`config.mk`:
```
export PLATFORM = sky130hd
export DESIGN_NAME = multiword_add_seq_flat
export DESIGN_NICKNAME = d
export VERILOG_FILES = /design/src/rtl/multiword_add_seq_if.sv /design/src/rtl/multiword_add_seq.sv /design/src/flat_wrapper.sv
export SDC_FILE = /design/constraint.sdc
export NUM_CORES = 1
export LEC_CHECK = 0
export ABC_AREA = 0
export BUFFER_PORTS_ARGS = -buffer_cell sky130_fd_sc_hd__buf_4
export CAP_MARGIN = 30
export CORE_MARGIN = 2
export CORE_UTILIZATION = 50
export CTS_CLUSTER_DIAMETER = 150
export DETAILED_ROUTE_END_ITERATION = 16
export HOLD_SLACK_MARGIN = 0.05
export PLACE_DENSITY_LB_ADDON = 0.08
export SETUP_SLACK_MARGIN = 0.05
export SYNTH_ARGS = -nofsm -noshare
export SYNTH_HDL_FRONTEND = slang
export SYNTH_HIERARCHICAL = 1
export SYNTH_SLANG_ARGS = --single-unit
```
`constraint.sdc`:
```
create_clock -name clk -period 6.7 [get_ports clk]
set_clock_uncertainty 0.2 [all_clocks]
set_input_delay 2.01 -clock clk [delete_from_list [all_inputs] [get_ports clk]]
set_output_delay 2.01 -clock clk [all_outputs]
set_load 0.01 [all_outputs]
```
`src/rtl/multiword_add_seq_if.sv`:
```
// Purpose : request/result bundle for multiword_add_seq (operands in, sum and flags out).
// Latency : WORDS cycles from accepted start to the one-cycle done pulse.
// Backpressure: none. A start that arrives while busy is high is dropped, so the requester must wait for busy low.
// Ports   : start/a_in/b_in/c_in are the request; busy/done/sum_out/c_out/overflow are the status and result.
interface multiword_add_seq_if #(
    parameter int WIDTH = 4,
    parameter int WORDS = 4
);
    logic                     start;
    logic [WIDTH*WORDS-1:0]   a_in;
    logic [WIDTH*WORDS-1:0]   b_in;
    logic                     c_in;
    logic                     busy;
    logic                     done;
    logic [WIDTH*WORDS-1:0]   sum_out;
    logic                     c_out;
    logic                     overflow;

    // The requester owns the operands; the sequencer owns status and result.
    modport master (
        output start, a_in, b_in, c_in,
        input  busy, done, sum_out, c_out, overflow
    );

    modport slave (
        input  start, a_in, b_in, c_in,
        output busy, done, sum_out, c_out, overflow
    );
endinterface

```
`src/rtl/multiword_add_seq.sv`:
```
// Purpose : adds two WIDTH*WORDS-bit operands one WIDTH-bit slice per cycle on a single RippleCarryAdder.
// Latency : WORDS cycles from accepted start to done. The block is occupied for WORDS+1 cycles.
// Backpressure: none. A start that arrives while busy is high (ADD or DONE) is dropped.
// Ports   : clk and reset (synchronous, active-high). bus is the slave side of multiword_add_seq_if.
//           Operands are latched on accept. sum_out, c_out and overflow hold until the next completion.
module multiword_add_seq #(
    parameter int WIDTH = 4,
    parameter int WORDS = 4
) (
    input  logic               clk,
    input  logic               reset,
    multiword_add_seq_if.slave bus
);
    localparam int N  = WIDTH * WORDS;
    localparam int KW = (WORDS > 1) ? $clog2(WORDS) : 1;
    localparam logic [KW-1:0] K_LAST = KW'(WORDS - 1);

    typedef enum logic [1:0] {
        S_IDLE = 2'd0,
        S_ADD  = 2'd1,
        S_DONE = 2'd2
    } state_t;

    state_t           state_q;
    logic [N-1:0]     a_q;
    logic [N-1:0]     b_q;
    logic [N-1:0]     res_q;
    logic [N-1:0]     res_d;
    logic             carry_q;
    logic [KW-1:0]    k_q;
    logic             busy_q;
    logic             done_q;
    logic [N-1:0]     sum_q;
    logic             cout_q;
    logic             ov_q;

    logic [WIDTH-1:0] slice_a;
    logic [WIDTH-1:0] slice_b;
    logic [WIDTH-1:0] slice_sum;
    logic             slice_cout;

    always_comb begin
        slice_a = a_q[int'(k_q) * WIDTH +: WIDTH];
        slice_b = b_q[int'(k_q) * WIDTH +: WIDTH];
    end

    RippleCarryAdder #(.WIDTH(WIDTH)) u_slice (
        slice_a,
        slice_b,
        carry_q,
        slice_sum,
        slice_cout
    );

    // The working result with the current slice merged in. On the final slice,
    // this is the full sum that gets published. The last slice never has to
    // round-trip through res_q first.
    always_comb begin
        res_d = res_q;
        res_d[int'(k_q) * WIDTH +: WIDTH] = slice_sum;
    end

    always_ff @(posedge clk) begin
        if (reset) begin
            state_q <= S_IDLE;
            a_q     <= '0;
            b_q     <= '0;
            res_q   <= '0;
            carry_q <= 1'b0;
            k_q     <= '0;
            busy_q  <= 1'b0;
            done_q  <= 1'b0;
            sum_q   <= '0;
            cout_q  <= 1'b0;
            ov_q    <= 1'b0;
        end else begin
            done_q <= 1'b0;
            case (state_q)
                S_IDLE: begin
                    if (bus.start) begin
                        a_q     <= bus.a_in;
                        b_q     <= bus.b_in;
                        carry_q <= bus.c_in;
                        k_q     <= '0;
                        busy_q  <= 1'b1;
                        state_q <= S_ADD;
                    end
                end
                S_ADD: begin
                    res_q   <= res_d;
                    carry_q <= slice_cout;
                    if (k_q == K_LAST) begin
                        k_q     <= '0;
                        sum_q   <= res_d;
                        cout_q  <= slice_cout;
                        // Signed overflow: the operands agree in sign but the sum does not.
                        ov_q    <= (a_q[N-1] == b_q[N-1]) && (res_d[N-1] != a_q[N-1]);
                        done_q  <= 1'b1;
                        state_q <= S_DONE;
                    end else begin
                        k_q <= k_q + 1'b1;
                    end
                end
                S_DONE: begin
                    // A start seen here is deliberately dropped. The next accept can only happen from IDLE.
                    busy_q  <= 1'b0;
                    state_q <= S_IDLE;
                end
                default: begin
                    busy_q  <= 1'b0;
                    state_q <= S_IDLE;
                end
            endcase
        end
    end

    assign bus.busy     = busy_q;
    assign bus.done     = done_q;
    assign bus.sum_out  = sum_q;
    assign bus.c_out    = cout_q;
    assign bus.overflow = ov_q;
endmodule

// Purpose : WIDTH-bit ripple-carry adder slice, port order (a, b, c_in, sum, c_out).
// Latency : purely combinational.
// Backpressure: none.
module RippleCarryAdder #(
    parameter int WIDTH = 4
) (
    input  logic [WIDTH-1:0] a,
    input  logic [WIDTH-1:0] b,
    input  logic             c_in,
    output logic [WIDTH-1:0] sum,
    output logic             c_out
);
    logic [WIDTH:0] c;

    always_comb begin
        sum  = '0;
        c    = '0;
        c[0] = c_in;
        for (int i = 0; i < WIDTH; i++) begin
            sum[i]   = a[i] ^ b[i] ^ c[i];
            c[i + 1] = (a[i] & b[i]) | (c[i] & (a[i] ^ b[i]));
        end
        c_out = c[WIDTH];
    end
endmodule

```
`src/flat_wrapper.sv`:
```
// flat-port wrapper written by rule: the top's interface ports become plain ports
module multiword_add_seq_flat 
#(
    parameter int WIDTH = 4,
    parameter int WORDS = 4
)
  (clk, reset, bus_start, bus_a_in, bus_b_in, bus_c_in, bus_busy, bus_done, bus_sum_out, bus_c_out, bus_overflow);
  multiword_add_seq_if #(.WIDTH(WIDTH), .WORDS(WORDS)) bus_i ();
  input  logic clk;
  input  logic reset;
  input wire logic [$bits(bus_i.start)-1:0] bus_start;
  input wire logic [$bits(bus_i.a_in)-1:0] bus_a_in;
  input wire logic [$bits(bus_i.b_in)-1:0] bus_b_in;
  input wire logic [$bits(bus_i.c_in)-1:0] bus_c_in;
  output wire logic [$bits(bus_i.busy)-1:0] bus_busy;
  output wire logic [$bits(bus_i.done)-1:0] bus_done;
  output wire logic [$bits(bus_i.sum_out)-1:0] bus_sum_out;
  output wire logic [$bits(bus_i.c_out)-1:0] bus_c_out;
  output wire logic [$bits(bus_i.overflow)-1:0] bus_overflow;
  assign bus_i.start = bus_start;
  assign bus_i.a_in = bus_a_in;
  assign bus_i.b_in = bus_b_in;
  assign bus_i.c_in = bus_c_in;
  assign bus_busy = bus_i.busy;
  assign bus_done = bus_i.done;
  assign bus_sum_out = bus_i.sum_out;
  assign bus_c_out = bus_i.c_out;
  assign bus_overflow = bus_i.overflow;
  multiword_add_seq #(.WIDTH(WIDTH), .WORDS(WORDS)) u_core (.clk(clk), .reset(reset), .bus(bus_i));
endmodule
```
==> results by group, run 1 <==
Detailed routing
  – Routed Antenna Nets: 0
  – DRC viols: 0
  – Routed WL: 6620 um
  – Initial DRC count: 137
  – 1st-pass router iterations: 4
  – Avg WL per Cell: approximately 13 um
  – Vias per Instance: 5.25
  – Vias: 2580

Floorplanning
  – Initial Util: 0.511
  – Io pins: 56
  – Die ar.: 7030 um2
  – Die height: 83.9 um
  – Row cnt: 29
  – Die width: 83.9 um
  – CORE AREA: about 6200 um2

CTS
  – Setup repair bufs after CTS: 0
  – CTS clk-pin slew, worst paths: 0.07 ns
  – Clk sink count: 73
  – Root cell of the clock tree: clkbuf_8
  – Later-pin clock latency in the skew report: 0.35 ns
  – Resized Gates After CTS: 0
  – H-tree depth: 3
  – Total CTS buffers: 9
  – CTS Hold Bufs: 0
  – Deepest clock path buffer count: 2
  – CTS tree: built

Critical path
  – Arr. time, crit path: 4.44 ns
  – Worst-path fanout max: 18
  – Setup crit start kind: flip-flop
  – Critical path data required time: about 6.8 ns
  – CP Capture Type: flip-flop
  – CP Class: reg2reg

Placement
  – Place WS: 2.31 ns
  – PortBufs: 55
  – DP HPWL: 4360 um
  – GPL Wtd Cong: 0.747
  – Placed cell areas: 3600 um2

STA
  – Endpoints failing setup: 0
  – TNS Setup: 0 ns
  – Final setup margin: 2.33 ns
  – Slew headroom: 0.466
  – Slew Limit Fails: 0
  – Tightest Pin Transition: between 0.7 and 0.8 ns
  – Unrepaired setup endpoints after global routing: no
  – Fmax: 229 MHz
  – Final Hold Fails: 0
  – Final min period: 4.37 ns
  – Crit share post-route: 0.652

Cells and area
  – Synth-to-Final Area Change: 19.0%
  – Post-route cell area: 3790 um2
  – Nets: 456
  – Utilization after layout: 0.608
  – ANT cells: 0
  – Share of cells above drive strength 1: 0.215

Power and ir drop
  – Reg power frac: 0.517
  – Peak VDD IR: ~0.14 mV
  – Psw: 240 uW
  – Static leakage: 1.51 nW
  – Clock power frac: 0.347
  – Total power: 914 uW
  – Sw frac: 0.262
  – Total power per unit cell area: ~240 nW/um2
  – Gate power share: 0.136
  – Internal power: around 670 uW

Synth
  – Mapped Cells: 366
  – Yosys warning count: 6
  – Mapped Area: 3190 um2
  – Main area contributors after synthesis: dfxtp_1 46%, nand2_1 8.5%, a211oi_1 5.9%, a21oi_1 5.6%, nor2_1 5.1%
  – Register area share after synthesis: 0.458
  – Synth unique cells: 32
  – Syn_nets: between 400 and 500
  – Synth Register Bits: 73
  – Cell taking the most area after synthesis: dfxtp_1
  – Mean Syn Cell Area: 8.71 um2
  – Post-synth top area share: 0.458

Global route
  – Vias in the first global route: 2390
  – GR Overflow Total: 0
  – Largest net degree at the start of global routing: 74
  – First-pass GRT wire length: between 10000 and 15000 um
  – Initial antenna violation count: 0
  – GRT Overall Usage: 0.200

Run status
  – Status: complete, no violations

Flow run
  – Max cap viols: 0

Worst hold path
  – Min-delay worst type: reg2reg
[through the flow]
| stage | std cells | hold slack [ns] |
|---|---|---|
| floorplan | 366 | 0.232 |
| global placement | 474 | 0.244 |
| detailed placement | 475 | 0.250 |
| CTS | 490 | 0.260 |
| global route | 491 | 0.278 |
| finish | 491 | 0.262 |
[cells by family after synthesis]
kind of cell               after synthesis  share of synthesized area
buffers and inverters                   42                     0.0600
and+or+nand+nor                        150                      0.206
adders and majority gates               10                     0.0486
muxes                                    8                     0.0577
DFF                                     73                      0.458
AOI/OAI and AO/OA                       83                      0.169
[cell usage after synthesis]
| master | n |
|---|---|
| mux4_1 | 1 |
| or3b_1 | 1 |
| nand2_1 | 72 |
| a22oi_1 | 1 |
| nor3b_2 | 1 |
| mux4_2 | 7 |
| dfxtp_1 | 73 |
| a31oi_1 | 12 |
| fa_1 | 4 |
| nand2b_1 | 1 |
| nand3_1 | 3 |
| and2b_2 | 1 |
| nor2b_1 | 17 |
| buf_6 | 4 |
| ha_1 | 6 |
| a211oi_2 | 3 |
| nor3_1 | 6 |
| inv_1 | 17 |
| a31oi_2 | 1 |
| clkbuf_1 | 17 |
| a21oi_1 | 36 |
| nand3b_1 | 1 |
| and2_1 | 1 |
| and2_4 | 1 |
| nor2_1 | 43 |
| buf_1 | 1 |
| buf_2 | 3 |
| or3_1 | 1 |
| a311oi_2 | 1 |
| o22ai_1 | 4 |
| a211oi_1 | 25 |
| nor2b_2 | 1 |
[metal layers]
| layer | GRT usage | wire length, um |
|---|---|---|
| met5 | 0 | 0 |
| met3 | 0.0514 | 289 |
| met1 | 0.258 | 3010 |
| met4 | 0.0836 | 117 |
| met2 | 0.319 | 3200 |
[worst max-delay path, cell delays in order (launching register included)]
cell	delay (ns)
dfxtp_1	0.84
mux4_2	0.62
fa_1	0.44
inv_1	0.08
fa_1	0.16
inv_1	0.05
fa_1	0.35
inv_1	0.07
fa_1	0.40
inv_1	0.08
nor2b_1	0.25
a31oi_2	0.16
or3_1	0.34
a311oi_2	0.23
[power groups by stage]
stage | Combinational (mW) | Clock (mW) | Sequential [mW]
4_1_cts | 0.123 | 0.324 | 0.472
3_3_place_gp | 0.120 | 0 | 0.481
6_report | 0.125 | 0.317 | 0.472
2_1_floorplan | 0.0904 | 0 | 0.475
5_1_grt | 0.139 | 0.341 | 0.475
3_5_place_dp | 0.123 | 0 | 0.482
[registers in the layout (all words and copies together) (netlist names)]
name,count
u_core/carry_q,1
u_core/a_q,16
u_core/res_q,16
u_core/state_q,2
u_core/bus.sum_out,16
u_core/bus.overflow,1
u_core/bus.c_out,1
u_core/bus.busy,1
u_core/b_q,16
u_core/bus.done,1
u_core/k_q,2
[placed cells by master (no fill, tap or decap), types with 2 or more instances in the layout]
master,Yosys,layout
dfxtp_1,73,73
nand2_1,72,72
buf_4,0,56
nor2_1,43,43
a21oi_1,36,36
a211oi_1,25,25
inv_1,17,17
nor2b_1,17,17
clkbuf_8,0,12
a31oi_1,12,12
mux4_2,7,7
nor3_1,6,6
ha_1,6,6
o22ai_1,4,4
fa_1,4,4
clkinv_2,0,3
a211oi_2,3,3
nand3_1,3,3
buf_8,0,2
[final cells by class]
| cell class | count | area [um2] |
|---|---|---|
| clock buffer | 12 | 165 |
| clock inverter | 3 | 15.0 |
| fill | 578 | 2450 |
| inverter | 17 | 63.8 |
| multi-input combinational | 251 | 1540 |
| sequential | 73 | 1460 |
| tap | 77 | 96.3 |
| timing repair buffer | 58 | 450 |
[worst paths after layout]
| kind | from | end | slack (ns) | cells past startpoint |
|---|---|---|---|---|
| worst max-delay path | u_core/k_q[0]$_SDFFE_PP0P_ | u_core/bus.overflow$_SDFFE_PP0P_ | 2.33 | 13 |
| worst min register to register | u_core/b_q[14]$_SDFFE_PP0P_ | u_core/b_q[14]$_SDFFE_PP0P_ | 0.26 | 2 |
| worst max register to register | u_core/k_q[0]$_SDFFE_PP0P_ | u_core/bus.overflow$_SDFFE_PP0P_ | 2.33 | 13 |
| worst min-delay path | u_core/b_q[14]$_SDFFE_PP0P_ | u_core/b_q[14]$_SDFFE_PP0P_ | 0.26 | 2 |
No activity file was read; power rests on OpenSTA's default activity.
==> run 2, diff against run 1 <==
--- a/config.mk
+++ b/config.mk
@@ -5,7 +5,7 @@
 export SDC_FILE = /design/constraint.sdc
 export NUM_CORES = 1
 export LEC_CHECK = 0
-export ABC_AREA = 0
+export ABC_AREA = 1
 export BUFFER_PORTS_ARGS = -buffer_cell sky130_fd_sc_hd__buf_4
 export CAP_MARGIN = 30
 export CORE_MARGIN = 2
==> constraint.sdc (replaced) <==
create_clock -name clk -period 4.3 [get_ports clk]
set_clock_uncertainty 0.2 [all_clocks]
set_input_delay 1.29 -clock clk [delete_from_list [all_inputs] [get_ports clk]]
set_output_delay 1.29 -clock clk [all_outputs]
set_load 0.01 [all_outputs]
==> results by group, run 2 <==
Run status
  – Status: complete, no violations (unchanged)

STA
  – Tightest Pin Transition: 0.690 ns (was 0.799 ns)
  – Slew headroom: 0.537 (was 0.466)
  – Fmax: 279 MHz (was 229 MHz)
  – Slew Limit Fails: 0 (unchanged)
  – Unrepaired setup endpoints after global routing: no (unchanged)
  – Crit share post-route: 0.834 (was 0.652)
  – Endpoints failing setup: 0 (unchanged)
  – Final Hold Fails: 0 (unchanged)
  – Final setup margin: 0.714 ns (was 2.33 ns)
  – Final min period: 3.59 ns (was 4.37 ns)
  – TNS Setup: 0 ns (unchanged)

Synth
  – Synth top cells by count: 93 x nor2_1, 81 x o21ai_0, 73 x dfxtp_1 (was 73 x dfxtp_1, 72 x nand2_1, 43 x nor2_1)
  – Synth Register Bits: 73 (unchanged)
  – Ys flop type: dfxtp_1 (unchanged)
  – Mapped Area: 3310 um2 (was 3190 um2)
  – Main area contributors after synthesis: dfxtp_1 44%, o21ai_0 12%, nor2_1 11%, inv_1 7.7%, nand2_1 4.7% (was dfxtp_1 46%, nand2_1 8.5%, a211oi_1 5.9%, a21oi_1 5.6%, nor2_1 5.1%)
  – Yosys warning count: 6 (unchanged)
  – Syn_nets: 505 (was 412)
  – Cell taking the most area after synthesis: dfxtp_1 (unchanged)
  – Synth unique cells: 26 (was 32)
  – Mean Syn Cell Area: 7.20 um2 (was 8.71 um2)
  – EDFF count, synth: 0 (unchanged)
  – Mapped Cells: 459 (was 366)
  – Post-synth ARST share: 0 (unchanged)
  – Post-synth top area share: 0.442 (was 0.458)
  – Count leader, synth: nor2_1 (was dfxtp_1)
  – Register area share after synthesis: 0.442 (was 0.458)

Cells and area
  – Nets: 551 (was 456)
  – Most common cell after layout, fill and taps aside: nor2_1 (was dfxtp_1)
  – Share of cells above drive strength 1: 0.161 (was 0.215)
  – Synth-to-Final Area Change: 19.3% (was 19.0%)
  – Fill count: 624 (was 578)
  – Commonest non-fill, non-tap cells in the layout: 93 x nor2_1, 81 x o21ai_0, 73 x dfxtp_1 (was 73 x dfxtp_1, 72 x nand2_1, 56 x buf_4)
  – ANT cells: 0 (unchanged)

Floorplanning
  – Initial Util: 0.518 (was 0.511)
  – Io pins: 56 (unchanged)
  – CORE AREA: 6390 um2 (was 6240 um2)
  – Row cnt: 29 (unchanged)
  – Die height: 85.3 um (was 83.9 um)
  – Die ar.: 7280 um2 (was 7030 um2)
  – Die width: 85.3 um (was 83.9 um)

Critical path
  – Crit-path cells: inv_1 > o21ai_0 > o22ai_1 > fa_1 > inv_1 > fa_1 > inv_1 > fa_1 > inv_1 > fa_1 > inv_1 > inv_1 > nor2_1 > nand3_1 > nand3_1 > nand3_1 > nand2_1 > inv_1 (was mux4_2 > fa_1 > inv_1 > fa_1 > inv_1 > fa_1 > inv_1 > fa_1 > inv_1 > nor2b_1 > a31oi_2 > or3_1 > a311oi_2)
  – Setup crit start kind: flip-flop (unchanged)
  – Worst-path fanout max: 13 (was 18)
  – CP Class: reg2reg (unchanged)
  – CP Capture Type: flip-flop (unchanged)
  – Critical path data required time: 4.35 ns (was 6.77 ns)
  – Most frequent cell on the critical path: inv_1
  – CP max stage delay: 0.60 ns (was 0.84 ns)
  – CP max stage cell: dfxtp_1 (unchanged)
  – Arr. time, crit path: 3.63 ns (was 4.44 ns)

Power and ir drop
  – Peak VDD IR: 0.207 mV (was 0.140 mV)
  – Psw: 431 uW (was 240 uW)
  – Clock power frac: 0.370 (was 0.347)
  – Gate power share: 0.162 (was 0.136)
  – Reg power frac: 0.468 (was 0.517)
  – Static leakage: 1.99 nW (was 1.51 nW)
  – Sw frac: 0.271 (was 0.262)
  – Internal power: 1.16 mW (was 674 uW)
  – Total power per unit cell area: 403 nW/um2 (was 241 nW/um2)

CTS
  – Later-pin clock latency in the skew report: 0.34 ns (was 0.35 ns)
  – CTS Hold Bufs: 0 (unchanged)
  – CTS clk-pin slew, worst paths: 0.08 ns (was 0.07 ns)
  – CTS tree: built (unchanged)
  – Resized Gates After CTS: 0 (unchanged)
  – Setup repair bufs after CTS: 0 (unchanged)
  – Deepest clock path buffer count: 2 (unchanged)
  – Root cell of the clock tree: clkbuf_8 (unchanged)
  – H-tree depth: 3 (unchanged)
  – Total CTS buffers: 9 (unchanged)
  – Clk sink count: 73 (unchanged)

Global route
  – GRT Overall Usage: 0.212 (was 0.200)
  – Vias in the first global route: 2680 (was 2390)
  – Initial antenna violation count: 0 (unchanged)
  – Largest net degree at the start of global routing: 36 (was 74)
  – First-pass GRT wire length: 12300 um (was 11200 um)
  – GR Overflow Total: 0 (unchanged)

Placement
  – Place WS: 0.775 ns (was 2.31 ns)
  – PortBufs: 55 (unchanged)
  – DP HPWL: 5120 um (was 4360 um)
  – GPL Wtd Cong: 0.888 (was 0.747)

Detailed routing
  – DRC viols: 0 (unchanged)
  – Vias: 2945 (was 2580)
  – Routed WL: 7230 um (was 6620 um)
  – Vias per Instance: 5.02 (was 5.25)
  – 1st-pass router iterations: 4 (unchanged)
  – Routed Antenna Nets: 0 (unchanged)
  – Avg WL per Cell: 12.3 um (was 13.5 um)
  – Initial DRC count: 133 (was 137)

Worst hold path
  – Min-delay worst type: reg2reg (unchanged)

Flow run
  – Max cap viols: 0 (unchanged)
[run 2: cell types whose count changed after synthesis, sizes merged, moves of 7 or more]
cell    previous run  this run
o21ai              0        86
inv               17        73
nor2              43        95
nand2             72        43
a211oi            28         0
a21oi             36        18
nor2b             18         0
a31oi             13         0
o22ai              4        15
clkbuf            17         8
mux4               8         0
nand3              3        10
[run 2: final cells by class]
| class | instances | area (um2) | area share |
|---|---|---|---|
| flip-flops and latches | 73 | 1460 | 0.370 |
| multi-input cells | 290 | 1460 | 0.370 |
| repair buffers | 57 | 428 | 0.108 |
| inverters | 74 | 278 | 0.0704 |
| clock buffers | 11 | 141 | 0.0358 |
| well taps | 77 | 96.3 | 0.0244 |
| clock inverters | 5 | 78.8 | 0.0200 |
[run 2: cell families after synthesis]
| family | count (synthesis) | share of synthesized area |
|---|---|---|
| AND/OR/NAND/NOR | 153 | 0.191 |
| AO/OA/AOI/OAI | 127 | 0.204 |
| buffers and inverters | 96 | 0.116 |
| flip-flops | 73 | 0.442 |
| adder cells (fa/ha/maj) | 10 | 0.0469 |
[run 2: worst paths after layout]
path                                       start                                to  slack, ns  cells past startpoint
setup reg to reg      u_core/k_q[1]$_SDFFE_PP0P_  u_core/bus.overflow$_SDFFE_PP0P_       0.71                     18
hold reg to reg   u_core/state_q[1]$_SDFFE_PP0P_      u_core/bus.busy$_SDFFE_PP0P_       0.25                      1
setup / recovery      u_core/k_q[1]$_SDFFE_PP0P_  u_core/bus.overflow$_SDFFE_PP0P_       0.71                     18
hold / removal    u_core/state_q[1]$_SDFFE_PP0P_      u_core/bus.busy$_SDFFE_PP0P_       0.25                      1
[run 2: per-layer routing]
layer / wire length (um) / track usage
met5: 0 / 0
met4: 57 / 0.0736
met3: 299 / 0.0506
met2: 3450 / 0.340
met1: 3430 / 0.280
[run 2: stage by stage]
stage          power, mW  hold WS, ns  cell area (um2)  utilization  std cells
5_1_grt             1.69        0.275             3950        0.618        587
4_1_cts             1.61        0.252             3950        0.618        587
3_3_place_gp        1.01        0.236             3720        0.583        571
6_report            1.59        0.249             3950        0.618        587
2_1_floorplan      0.941        0.222             3310            -        459
3_5_place_dp        1.02        0.240             3720        0.583        571
[run 2: power groups by stage]
stage | sequential [mW] | clock [mW] | combinational, mW
2_1_floorplan | 0.751 | 0 | 0.190
3_3_place_gp | 0.760 | 0 | 0.250
4_1_cts | 0.745 | 0.605 | 0.258
5_1_grt | 0.750 | 0.643 | 0.296
3_5_place_dp | 0.760 | 0 | 0.256
6_report | 0.745 | 0.589 | 0.257
[run 2: critical path: cells and delay by family (launching register included)]
kind | cells | cell delay [ns]
simple gates | 5 | 0.43
flops | 1 | 0.60
buf+inv | 7 | 0.67
fa+ha+maj | 4 | 1.34
compound gates | 2 | 0.26
==> run 3, diff against run 2 <==
==> constraint.sdc (replaced) <==
create_clock -name clk -period 3.03 [get_ports clk]
set_clock_uncertainty 0.2 [all_clocks]
set_input_delay 0.909 -clock clk [delete_from_list [all_inputs] [get_ports clk]]
set_output_delay 0.909 -clock clk [all_outputs]
set_load 0.01 [all_outputs]
==> results by group, run 3 (synthesis results as in run 2) <==
Floorplanning
  – Io pins: 56 (unchanged)
  – CORE AREA: 6390 um2 (unchanged)
  – Die ar.: 7280 um2 (unchanged)
  – Die height: 85.3 um (unchanged)
  – Initial Util: 0.518 (unchanged)
  – Row cnt: 29 (unchanged)
  – Die width: 85.3 um (unchanged)

STA
  – Final Hold Fails: 0 (unchanged)
  – Slew Limit Fails: 0 (unchanged)
  – Final min period: 3.02 ns (was 3.59 ns)
  – Slew headroom: 0.601 (was 0.537)
  – Crit share post-route: 0.997 (was 0.834)
  – Hold slack: 0.261 ns (was 0.249 ns)
  – Fmax: 331 MHz (was 279 MHz)
  – Unrepaired setup endpoints after global routing: yes (was no)
  – Endpoints failing setup: 0 (unchanged)
  – Tightest Pin Transition: 0.597 ns (was 0.690 ns)

Detailed routing
  – Initial DRC count: 182 (was 133)
  – Routed WL: 7600 um (was 7230 um)
  – 1st-pass router iterations: 4 (unchanged)
  – Avg WL per Cell: 12.7 um (was 12.3 um)
  – Vias per Instance: 5.03 (was 5.02)
  – Routed Antenna Nets: 0 (unchanged)
  – DRC viols: 0 (unchanged)
  – Vias: 3004 (was 2945)

Flow run
  – Max cap viols: 0 (unchanged)

Power and ir drop
  – Clock power frac: 0.333 (was 0.370)
  – Psw: 631 uW (was 431 uW)
  – Reg power frac: 0.477 (was 0.468)
  – Peak VDD IR: 0.366 mV (was 0.207 mV)
  – Gate power share: 0.190 (was 0.162)
  – Static leakage: 2.04 nW (was 1.99 nW)
  – Internal power: 1.59 mW (was 1.16 mW)
  – Total power per unit cell area: 544 nW/um2 (was 403 nW/um2)
  – Sw frac: 0.284 (was 0.271)

Critical path
  – Arr. time, crit path: 3.11 ns (was 3.63 ns)
  – CP max stage cell: dfxtp_4 (was dfxtp_1)
  – Crit path depth: 17 (was 18)
  – Critical path data required time: 3.12 ns (was 4.35 ns)
  – Setup crit start kind: flip-flop (unchanged)
  – CP max stage delay: 0.43 ns (was 0.60 ns)
  – Most frequent cell on the critical path: inv_2 (was inv_1)
  – CP Class: reg2reg (unchanged)
  – CP Capture Type: flip-flop (unchanged)
  – Crit-path cells: inv_8 > o21ai_2 > o22ai_2 > fa_2 > inv_2 > fa_2 > inv_2 > fa_2 > inv_2 > fa_1 > inv_2 > nand3_2 > o21ai_2 > nand2_1 > nand3_1 > nand2_1 > inv_1 (was inv_1 > o21ai_0 > o22ai_1 > fa_1 > inv_1 > fa_1 > inv_1 > fa_1 > inv_1 > fa_1 > inv_1 > inv_1 > nor2_1 > nand3_1 > nand3_1 > nand3_1 > nand2_1 > inv_1)
  – R2R Path End: u_core/bus.overflow$_SDFFE_PP0P_ (unchanged)
  – R2r startpoint: u_core/k_q[0]$_SDFFE_PP0P_ (was u_core/k_q[1]$_SDFFE_PP0P_)
  – Worst r2r path cells: 17 (was 18)
  – Worst-path fanout max: 7 (was 13)
  – Worst reg-to-reg setup slack: 0.009 ns (was 0.71 ns)
  – Buf/Inv on CP: 6 (was 7)
  – Family with the most delay on the worst path: adder cells (unchanged)

CTS
  – Later-pin clock latency in the skew report: 0.34 ns (about the same)
  – Setup repair bufs after CTS: 0 (unchanged)
  – CTS clk-pin slew, worst paths: 0.07 ns (was 0.08 ns)
  – Total CTS buffers: 9 (unchanged)
  – Clk sink count: 73 (unchanged)
  – Root cell of the clock tree: clkbuf_8 (unchanged)
  – H-tree depth: 3 (unchanged)
  – Deepest clock path buffer count: 2 (unchanged)
  – CTS tree: built (unchanged)

Global route
  – Met1 usage: 0.282 (was 0.280)
  – Busiest grt layer: met2 (unchanged)
  – Met2 Use GR: 0.367 (was 0.340)
  – M3 GR Usage: 0.0525 (was 0.0506)
  – First-pass GRT wire length: 12900 um (was 12300 um)
  – Initial antenna violation count: 0 (unchanged)
  – GR Overflow Total: 0 (unchanged)
  – Vias in the first global route: 2847 (was 2680)
  – GRT Overall Usage: 0.221 (was 0.212)
  – Largest net degree at the start of global routing: 36 (unchanged)

Placement
  – GPL Wtd Cong: 0.942 (was 0.888)
  – PortBufs: 55 (unchanged)
  – Placed Instances: 581 (was 571)
  – DP HPWL: 5450 um (was 5120 um)
  – Placed cell areas: 3830 um2 (was 3720 um2)

Cells and area
  – Nets: 561 (was 551)
  – Final cell count without fillers: 597 (was 587)
  – Share of cells above drive strength 1: 0.219 (was 0.161)
  – Commonest non-fill, non-tap cells in the layout: 90 x nor2_1, 73 x o21ai_0, 71 x dfxtp_1 (was 93 x nor2_1, 81 x o21ai_0, 73 x dfxtp_1)
  – ANT cells: 0 (unchanged)
  – Post-route cell area: 4090 um2 (was 3950 um2)
  – Synth-to-Final Area Change: 23.6% (was 19.3%)
  – Fill count: 615 (was 624)
  – Most common cell after layout, fill and taps aside: nor2_1 (unchanged)

Worst hold path
  – WHS Endpoint: u_core/bus.busy$_SDFFE_PP0P_ (unchanged)
  – Min-delay src: u_core/state_q[1]$_SDFFE_PP0P_ (unchanged)
  – Min-delay worst type: reg2reg (unchanged)
  – Hold path depth: 1 (unchanged)

Run status
  – Status: complete, no violations (unchanged)
-- run 3: through the flow --
stage / setup TNS, ns / power, mW / util / worst slack [ns]
detailed placement: -0.0637 / 1.47 / 0.600 / -0.0637
finish: 0 / 2.22 / 0.640 / 0.00904
global route: -0.445 / 2.35 / 0.640 / -0.127
CTS: 0 / 2.22 / 0.633 / 0.0173
global placement: 0 / 1.46 / 0.600 / 0.0415
floorplan: -0.0169 / 1.35 / - / -0.0169
-- run 3: repair_timing --
item / CTS / global route
setup endpoints to repair: 5 / 9
pin swaps: 0 / 7
hold buffers: 0 / 0
resized for setup: 10 / 17
-- run 3: final cells by class --
cell class                      count  area [um2]  area share
Multi-Input combinational cell    290        1530       0.375
Clock inverter                      3        40.0     0.00979
Timing Repair Buffer               67         514       0.126
Clock buffer                       13         149      0.0364
Sequential cell                    73        1470       0.359
Tap cell                           77        96.3      0.0236
Inverter                           74         289      0.0707
-- run 3: routing by layer --
layer  up-vias  wire length, um
met1      1366             3510
met4         0              115
li1       1578                -
met2        52             3720
met3         8              258
met5         -                0
-- run 3: worst max path at each step --
stage                               startpoint                          endpoint  slack (ns)
floorplan           u_core/k_q[1]$_SDFFE_PP0P_  u_core/bus.overflow$_SDFFE_PP0P_       -0.02
CTS                 u_core/k_q[0]$_SDFFE_PP0P_  u_core/bus.overflow$_SDFFE_PP0P_        0.02
finish              u_core/k_q[0]$_SDFFE_PP0P_  u_core/bus.overflow$_SDFFE_PP0P_       0.009
detailed placement  u_core/k_q[1]$_SDFFE_PP0P_  u_core/bus.overflow$_SDFFE_PP0P_       -0.06
global route        u_core/k_q[0]$_SDFFE_PP0P_  u_core/bus.overflow$_SDFFE_PP0P_       -0.13
global placement    u_core/k_q[1]$_SDFFE_PP0P_  u_core/bus.overflow$_SDFFE_PP0P_        0.04
-- run 3: power by group through the flow --
stage	Sequential, mW	Clock (mW)	Combinational (mW)
after floorplan	1.07	0	0.279
after global routing	1.07	0.800	0.479
after detailed placement	1.08	0	0.394
final	1.06	0.741	0.422
after CTS	1.06	0.758	0.404
after global placement	1.08	0	0.386
